==> src/rtl/bind_xor_mon.sv <==
// rtl/bind_xor_mon.sv - XOR-cell checker with first-failure report, error counter and sticky flag
//
// Watches LANES instances of a bound XOR cell (c = a ^ b). While armed, the first
// mismatching cycle is captured into a report (lowest failing lane and the cycle
// stamp). The report is held until it is accepted with a valid/ready handshake.
// Every mismatch cycle bumps a saturating counter and sets a sticky flag.
//
// Optional feature: define BIND_XOR_MON_ASSERT_EN to add one immediate assertion
// per lane that checks c[i] == a[i] ^ b[i] while en=1 and rst=0.
//
// Ports:
//   clk, rst          - clock, synchronous active-high reset (highest priority)
//   en                - arms monitoring; a lane can only mismatch while en=1
//   clr               - clears err_cnt and err_sticky (FSM, report and stamp untouched)
//   a, b, c           - per-lane operands and observed XOR result
//   rpt_valid/ready   - first-failure report handshake
//   rpt_lane          - lowest mismatching lane of the reported failure
//   rpt_stamp         - stamp of the cycle in which the failure was captured
//   err_cnt           - saturating count of mismatch cycles
//   err_sticky        - a mismatch occurred since the last reset or clear
module bind_xor_mon #(
    parameter int LANES   = 2,
    parameter int CNT_W   = 8,
    parameter int STAMP_W = 16,
    localparam int LANE_W = (LANES > 1) ? $clog2(LANES) : 1
) (
    input  logic               clk,
    input  logic               rst,
    input  logic               en,
    input  logic               clr,
    input  logic [LANES-1:0]   a,
    input  logic [LANES-1:0]   b,
    input  logic [LANES-1:0]   c,
    output logic               rpt_valid,
    input  logic               rpt_ready,
    output logic [LANE_W-1:0]  rpt_lane,
    output logic [STAMP_W-1:0] rpt_stamp,
    output logic [CNT_W-1:0]   err_cnt,
    output logic               err_sticky
);

    typedef enum logic [1:0] {
        IDLE  = 2'd0,
        ARMED = 2'd1,
        HOLD  = 2'd2
    } state_t;

    state_t             state_q, state_d;
    logic [STAMP_W-1:0] stamp_q, stamp_d;
    logic [LANE_W-1:0]  lane_q, lane_d;
    logic [STAMP_W-1:0] rstamp_q, rstamp_d;
    logic [CNT_W-1:0]   cnt_q, cnt_d;
    logic               sticky_q, sticky_d;

    logic [LANES-1:0]   mis_vec;
    logic               mis_any;
    logic [LANE_W-1:0]  first_lane;
    logic               hs;

    assign mis_vec = {LANES{en}} & (c ^ (a ^ b));
    assign mis_any = |mis_vec;

    // Scan from the top down so the lowest failing lane wins.
    always_comb begin
        first_lane = '0;
        for (int i = LANES - 1; i >= 0; i--) begin
            if (mis_vec[i]) begin
                first_lane = LANE_W'(i);
            end
        end
    end

    assign hs = (state_q == HOLD) && rpt_ready;

    always_comb begin
        state_d  = state_q;
        stamp_d  = stamp_q;
        lane_d   = lane_q;
        rstamp_d = rstamp_q;
        unique case (state_q)
            IDLE: begin
                stamp_d = '0;
                if (en) begin
                    state_d = ARMED;
                end
            end
            ARMED: begin
                if (!en) begin
                    state_d = IDLE;
                    stamp_d = '0;
                end else begin
                    stamp_d = stamp_q + STAMP_W'(1);
                    if (mis_any) begin
                        state_d  = HOLD;
                        lane_d   = first_lane;
                        rstamp_d = stamp_q;
                    end
                end
            end
            HOLD: begin
                stamp_d = stamp_q + STAMP_W'(1);
                // Mismatches while holding are ignored unless the report is
                // being consumed in the same cycle; then the new one replaces it.
                if (hs) begin
                    if (mis_any) begin
                        lane_d   = first_lane;
                        rstamp_d = stamp_q;
                    end else if (en) begin
                        state_d = ARMED;
                    end else begin
                        state_d = IDLE;
                        stamp_d = '0;
                    end
                end
            end
            default: begin
                state_d = IDLE;
                stamp_d = '0;
            end
        endcase
    end

    // A clear in a mismatch cycle still records that mismatch.
    always_comb begin
        cnt_d    = cnt_q;
        sticky_d = sticky_q | mis_any;
        if (clr) begin
            cnt_d    = mis_any ? CNT_W'(1) : '0;
            sticky_d = mis_any;
        end else if (mis_any && (cnt_q != {CNT_W{1'b1}})) begin
            cnt_d = cnt_q + CNT_W'(1);
        end
    end

    always_ff @(posedge clk) begin
        if (rst) begin
            state_q  <= IDLE;
            stamp_q  <= '0;
            lane_q   <= '0;
            rstamp_q <= '0;
            cnt_q    <= '0;
            sticky_q <= 1'b0;
        end else begin
            state_q  <= state_d;
            stamp_q  <= stamp_d;
            lane_q   <= lane_d;
            rstamp_q <= rstamp_d;
            cnt_q    <= cnt_d;
            sticky_q <= sticky_d;
        end
    end

    assign rpt_valid  = (state_q == HOLD);
    assign rpt_lane   = lane_q;
    assign rpt_stamp  = rstamp_q;
    assign err_cnt    = cnt_q;
    assign err_sticky = sticky_q;

`ifdef BIND_XOR_MON_ASSERT_EN
    always_comb begin
        for (int i = 0; i < LANES; i++) begin
            if (en && !rst) begin
                assert (c[i] == (a[i] ^ b[i]));
            end
        end
    end
`else
    // Checker assertions are compiled out; port behaviour is unchanged.
`endif

endmodule

==> config.mk <==
export PLATFORM = sky130hd
export DESIGN_NAME = bind_xor_mon
export DESIGN_NICKNAME = d
export VERILOG_FILES = /design/src/rtl/bind_xor_mon.sv
export SDC_FILE = /design/constraint.sdc
export NUM_CORES = 1
export LEC_CHECK = 0
export CAP_MARGIN = 20
export CORE_MARGIN = 3
export CORE_UTILIZATION = 53
export CTS_BUF_LIST = sky130_fd_sc_hd__clkbuf_8
export CTS_CLUSTER_SIZE = 12
export DETAILED_ROUTE_END_ITERATION = 10
export PLACE_DENSITY = 0.81
export RECOVER_POWER = 100
export SKIP_CTS_REPAIR_TIMING = 1
export SLEW_MARGIN = 20
export SYNTH_ARGS = -nofsm -noshare
export SYNTH_HDL_FRONTEND = slang
export SYNTH_SLANG_ARGS = --single-unit
==> constraint.sdc <==
create_clock -name clk -period 2.2 [get_ports clk]
set_input_delay 0.44 -clock clk [delete_from_list [all_inputs] [get_ports clk]]
set_output_delay 0.44 -clock clk [all_outputs]
set_load 0.02 [all_outputs]
Word level (Yosys, flattened, before mapping). Index checks and enable logic that the tools add are counted.

Mux-type cells: 25. Reductions and logical operators: 8. Bitwise gates (word level): 4. Equal/unequal tests: 8. $add $sub $neg: 2.

Operator list (number): 16-bit two-way mux (6); 16-bit case mux with 2 select lines (2); 16-bit by 1-bit adder with 16-bit output (second input constant) (1); 8-bit two-way mux (2); 2-bit two-way mux (5); 8-bit by 1-bit adder with 8-bit output (second input constant) (1); 1-bit two-way mux (8); 8-bit inequality test (second input constant) (1); 2-bit inequality test (second input constant) (3); 2-bit case mux with 3 select lines (1); 4-bit AND reduction (1); 2-bit nonzero test (2); 2-bit XOR (2); 3-bit inequality test (second input constant) (1); 3-bit AND reduction (1); 2-bit bitwise AND (1); 2-bit by 1-bit equality test with 1-bit output (second input constant) (1); 2-bit equality test (second input constant) (1); 1-bit logical AND (2); 2-bit logical NOT (1); 2-bit by 1-bit inequality test with 1-bit output (second input constant) (1); 1-bit case mux with 2 select lines (1); 2-bit OR reduction (1); 1-bit OR (1).

Word-level logic and storage cells: 53. Register bits: 44. Input port bits: 11. Output and inout port bits: 27.

Logic depth before layout (Yosys ltp). Gate-level depths: netlist of run 1.

Depth after elaboration: 8. Depth in mapped cells: 7. Mapped depth without buffers: 6.

Worst setup path before layout of run 1. OpenSTA, ideal clock, no wires.

Path kind: register -> register. Start: register cnt_q[0] (netlist: err_cnt[0]). End: register cnt_q[3] (netlist: err_cnt[3]). Setup time: 0.070 ns. Slack: 0.322 ns. Arrival time: 1.809 ns. Stages on the path, launching flop included: 8. Buffers on the path: 2. Path through: dfxtp_1 > ha_1 > and3_1 > clkbuf_1 > and3_1 > clkbuf_1 > or4_1 > a21oi_1.

Longest elaborated chain between the ends: 3. Elaborated cells between the ends (all ways): 6. Those cells by class: add/sub: 1; eq/ne: 1; mux: 2; reduce/logical: 2.

RTL lines: start, declared (line 52) `logic [CNT_W-1:0] cnt_q, cnt_d;`; start signal, assigned (line 148) `cnt_q <= cnt_d;`; 8-bit by 1-bit adder with 8-bit output / 8-bit inequality test (equally long branches) (line 131, 130); 8-bit two-way mux / 1-bit logical AND (equally long branches) (line 130) `end else if (mis_any && (cnt_q != {CNT_W{1'b1}})) begin`; 8-bit two-way mux / 2-bit nonzero test (equally long branches).

Several ways; a longest one is shown, not always the timed one. The select of a mux whose other input is x is not followed. A chain may end at the register's enable or synchronous reset.

Final worst setup path of run 1.
Start: register state_q[0]. End: output rpt_valid.

Longest elaborated chain between the ends: 1.

RTL lines: start, declared (line 48) `state_t state_q, state_d;`; start signal, assigned (line 144) `state_q <= state_d;`; 2-bit equality test (line 153) `assign rpt_valid = (state_q == HOLD);`; end, declared (line 34) `output logic rpt_valid,`.

Every way passes these cells.

==> results of run 1 <==
==> logic make-up after synthesis <==
logic type / share of synthesized area
AND/OR/NAND/NOR: 0.195
multiplexers: 0.0952
flip-flops: 0.438
buffers and inverters: 0.0429
XOR/XNOR: 0.0772
AO/OA/AOI/OAI: 0.115
adder cells (fa/ha/maj): 0.0373
==> cell usage after synthesis, types with 2 or more instances <==
cell | number | area (µm²)
sky130_fd_sc_hd__a21oi_1 | 8 | 40.0
sky130_fd_sc_hd__a311o_1 | 2 | 20.0
sky130_fd_sc_hd__a31oi_1 | 3 | 18.8
sky130_fd_sc_hd__and3_1 | 3 | 18.8
sky130_fd_sc_hd__buf_6 | 2 | 22.5
sky130_fd_sc_hd__clkbuf_1 | 6 | 22.5
sky130_fd_sc_hd__dfxtp_1 | 44 | 881
sky130_fd_sc_hd__ha_1 | 6 | 75.1
sky130_fd_sc_hd__inv_1 | 9 | 33.8
sky130_fd_sc_hd__mux2i_1 | 18 | 180
sky130_fd_sc_hd__nand2_1 | 10 | 37.5
sky130_fd_sc_hd__nand3_1 | 9 | 45.0
sky130_fd_sc_hd__nand4_1 | 4 | 25.0
sky130_fd_sc_hd__nor2_1 | 35 | 131
sky130_fd_sc_hd__nor2b_1 | 2 | 12.5
sky130_fd_sc_hd__nor3_1 | 4 | 20.0
sky130_fd_sc_hd__nor4_1 | 4 | 25.0
sky130_fd_sc_hd__o21ai_0 | 7 | 35.0
sky130_fd_sc_hd__o41ai_1 | 4 | 35.0
sky130_fd_sc_hd__or3_1 | 5 | 31.3
sky130_fd_sc_hd__or4_1 | 2 | 15.0
sky130_fd_sc_hd__xnor2_1 | 11 | 96.3
sky130_fd_sc_hd__xor3_2 | 2 | 50.1
==> power by group <==
part	switching, mW	internal (mW)	leakage (nW)	total, mW
Sequential	0.0135	0.812	0.355	0.826
Clock	0.262	0.400	0.0645	0.662
Combinational	0.138	0.122	0.656	0.260
Total	0.413	1.33	1.08	1.75
==> flip-flops by register name (all words and copies together), names as in the netlist <==
name / count
rpt_lane: 1
err_cnt: 8
stamp_q: 16
state_q: 2
rpt_stamp: 16
err_sticky: 1
==> worst max-delay path: cells and delay by family (launching register included) <==
family,cells,cell delay (ps)
DFF,1,340
adders and majority gates,1,250
buffers and inverters,2,750
==> per-stage QoR <==
stage                     setup TNS [ps]  setup WS [ps]  cells  area, µm²   util
after floorplan                        0            322    215       2010      -
after global placement             -1170          -73.8    296       2450  0.701
after detailed placement           -1630          -92.0    296       2450  0.701
after CTS                              0            122    304       2580  0.738
after global routing                   0           24.1    304       2560  0.732
final                                  0            129    304       2560  0.732
==> final cells by class <==
cell class                      count  area (µm²)  share of cell area
Clock buffer                        7        96.3              0.0377
Clock inverter                      1        30.0              0.0117
Inverter                            9        33.8              0.0132
Multi-Input combinational cell    153        1030               0.402
Sequential cell                    44         881               0.344
Tap cell                           46        57.6              0.0225
Timing Repair Buffer               44         432               0.169
==> worst min path at each step <==
| stage | from | endpoint | depth (start not counted) |
|---|---|---|---|
| 4_1_cts | err_sticky | err_sticky | 2 |
| 6_report | err_sticky | err_sticky | 2 |
| 2_1_floorplan | stamp_q[0] | stamp_q[0] | 1 |
| 3_5_place_dp | err_sticky | err_sticky | 2 |
| 5_1_grt | err_sticky | err_sticky | 2 |
| 3_3_place_gp | err_sticky | err_sticky | 2 |
==> routing by layer <==
metal / share of wire / vias to the layer above
li1: - / 843
met2: 0.47 / 37
met4: 0.011 / 0
met1: 0.48 / 749
met3: 0.039 / 5
met5: 0 / -
==> impl_results.html, run 1 <==
<table>
<tr><th>Metric</th><th>Value</th></tr>
<tr><th colspan="2">Detailed routing</th></tr>
<tr><td>Routed WL per cell</td><td>12.7 µm</td></tr>
<tr><td>Remaining number of nets flagged by the antenna check after routing</td><td>0</td></tr>
<tr><td>Total via count in the routed design</td><td>1634</td></tr>
<tr><td>Vias per cell</td><td>5.38</td></tr>
<tr><td>Starting DRC count in detailed routing</td><td>93</td></tr>
<tr><td>Initial DRT Pass Iterations</td><td>4</td></tr>
<tr><td>Total Wirelength</td><td>3870 µm</td></tr>
<tr><td>Remaining design rule violation count</td><td>0</td></tr>
<tr><th colspan="2">Yosys</th></tr>
<tr><td>Post-synthesis sequential area ratio</td><td>0.438</td></tr>
<tr><td>Mapped Nets</td><td>232</td></tr>
<tr><td>Number of distinct library cells after synthesis</td><td>38</td></tr>
<tr><td>Number of synthesized flops with an enable pin</td><td>0</td></tr>
<tr><td>Proportion of synthesized flip-flops having asynchronous set or reset</td><td>0</td></tr>
<tr><td>Mean cell area of the mapped netlist</td><td>9.35 µm²</td></tr>
<tr><td>Number of synthesized register bits</td><td>44</td></tr>
<tr><td>Post-Syn Instances</td><td>215</td></tr>
<tr><td>Mapped Area</td><td>2010 µm²</td></tr>
<tr><td>Synthesis Warnings</td><td>0</td></tr>
<tr><td>Leading register cell type out of synthesis</td><td>sky130_fd_sc_hd__dfxtp_1</td></tr>
<tr><th colspan="2">STA</th></tr>
<tr><td>Final Hold Viols</td><td>0</td></tr>
<tr><td>Worst clock skew on the final layout</td><td>3.49 ps</td></tr>
<tr><td>Unrepaired setup endpoints after global routing</td><td>no</td></tr>
<tr><td>Worst slew margin relative to its limit</td><td>0.670</td></tr>
<tr><td>Total setup violations reported at the end of the flow</td><td>0</td></tr>
<tr><td>Pin slew with the least headroom to its limit</td><td>495 ps</td></tr>
<tr><td>Final worst-path cycle share</td><td>0.942</td></tr>
<tr><td>Hold_ws</td><td>471 ps</td></tr>
<tr><td>Max frequency</td><td>483 MHz</td></tr>
<tr><td>Time the final worst path needs with I/O delays and setup</td><td>2070 ps</td></tr>
<tr><td>Max Transition Viols Final</td><td>0</td></tr>
<tr><th colspan="2">Clocking</th></tr>
<tr><td>Clock transition at the register clock pins on the worst setup and hold paths after CTS</td><td>80 ps</td></tr>
<tr><td>Clock tree sinks</td><td>44</td></tr>
<tr><td>H-tree Lvls</td><td>2</td></tr>
<tr><td>Buffer levels on the longest clock path</td><td>2</td></tr>
<tr><td>CTS Buf Count</td><td>5</td></tr>
<tr><td>Clock tree root driver cell</td><td>sky130_fd_sc_hd__clkbuf_8</td></tr>
<tr><td>Clock tree from TritonCTS</td><td>done</td></tr>
<tr><td>Clock latency on the worst-skew pair</td><td>290 ps</td></tr>
<tr><th colspan="2">Finish</th></tr>
<tr><td>Fraction of final layout cells sized beyond drive strength 1</td><td>0.0736</td></tr>
<tr><td>Top library cells by usage in the layout, fill and taps aside</td><td>sky130_fd_sc_hd__dfxtp_1 (44), sky130_fd_sc_hd__nor2_1 (35), sky130_fd_sc_hd__dlygate4sd3_1 (27)</td></tr>
<tr><td>Most common cell after layout, fill and taps aside</td><td>sky130_fd_sc_hd__dfxtp_1</td></tr>
<tr><td>Layout net count</td><td>274</td></tr>
<tr><td># fillers</td><td>264</td></tr>
<tr><td>Layout-stage area growth over the synthesis result</td><td>27.3%</td></tr>
<tr><td>Ant. Diodes</td><td>0</td></tr>
<tr><th colspan="2">Worst setup path</th></tr>
<tr><td>FF-to-FF Start</td><td>state_q[0]</td></tr>
<tr><td>WP data required</td><td>1760 ps</td></tr>
<tr><td>Critical path data arrival time</td><td>1630 ps</td></tr>
<tr><td>Crit path kind</td><td>reg2out</td></tr>
<tr><td>RR Endpoint</td><td>rpt_stamp[12]</td></tr>
<tr><td>Top fanout value on the critical path</td><td>5</td></tr>
<tr><td>Critical Path Sink Type</td><td>output pin</td></tr>
<tr><td>Largest stage delay, worst path</td><td>630 ps</td></tr>
<tr><td>R2R Setup Slk</td><td>350 ps</td></tr>
<tr><td>CP Capture Point</td><td>rpt_valid</td></tr>
<tr><td>Library cell contributing the largest single delay on the critical path</td><td>sky130_fd_sc_hd__clkdlybuf4s50_1</td></tr>
<tr><td>Startpoint of the most critical setup path</td><td>state_q[0]</td></tr>
<tr><td>Count of cells along the worst register-to-register path</td><td>7</td></tr>
<tr><td>Launching element type of the critical path</td><td>flop</td></tr>
<tr><td>Worst path cell trace</td><td>inv_1, ha_1, clkdlybuf4s50_1</td></tr>
<tr><th colspan="2">Power</th></tr>
<tr><td>Leakage power total</td><td>1.08 nW</td></tr>
<tr><td>Overall power consumption</td><td>1.75 mW</td></tr>
<tr><td>Power per standard cell area</td><td>683 nW/µm²</td></tr>
<tr><td>Worst IR drop on VDD</td><td>0.000575 V</td></tr>
<tr><th colspan="2">Global routing</th></tr>
<tr><td>Pin count of the biggest net entering global routing</td><td>17</td></tr>
<tr><td>Via count of the first global-routing pass</td><td>1430</td></tr>
<tr><td>Met2 track demand over resource</td><td>0.306</td></tr>
<tr><td>Overall global routing resource usage</td><td>0.185</td></tr>
<tr><td>Number of antenna violations at the first check in global routing</td><td>0</td></tr>
<tr><td>Met3 global-route usage</td><td>0.0516</td></tr>
<tr><td>Remaining Overflow, GRT</td><td>0</td></tr>
<tr><td>Met1 global-route usage</td><td>0.229</td></tr>
<tr><td>Most heavily used metal layer in global routing</td><td>met2</td></tr>
<tr><td>Wire length of the first global-routing pass</td><td>6380 µm</td></tr>
<tr><th colspan="2">Floorplanning</th></tr>
<tr><td>Width of the chip</td><td>67.6 µm</td></tr>
<tr><td>Number of placement rows</td><td>21</td></tr>
<tr><td>Area of the placeable core</td><td>3490 µm²</td></tr>
<tr><td>Top-level port count</td><td>38</td></tr>
<tr><td>Initial cell density of the core</td><td>0.575</td></tr>
<tr><td>Die Outline Area</td><td>4570 µm²</td></tr>
<tr><td>Die Span Y</td><td>67.6 µm</td></tr>
<tr><th colspan="2">Placed design</th></tr>
<tr><td>Number of input and output port buffers inserted</td><td>37</td></tr>
<tr><td>Routability congestion estimate</td><td>0.826</td></tr>
<tr><td>HPWL after detailed placement</td><td>2820 µm</td></tr>
<tr><th colspan="2">Hold path</th></tr>
<tr><td>Class of the tightest hold or removal check</td><td>reg2reg</td></tr>
<tr><th colspan="2">Run status</th></tr>
<tr><td>Status</td><td>complete, no violations</td></tr>
<tr><th colspan="2">Flow run</th></tr>
<tr><td>Number of maximum-capacitance violations</td><td>0</td></tr>
</table>
(Power assumes the default switching activity.)
==> inputs of run 2 (changes only) <==
- SLEW_MARGIN: 20 -> not set
==> results of run 2 <==
Same layout as run 1: the final DEF is identical, and so are final timing and power.
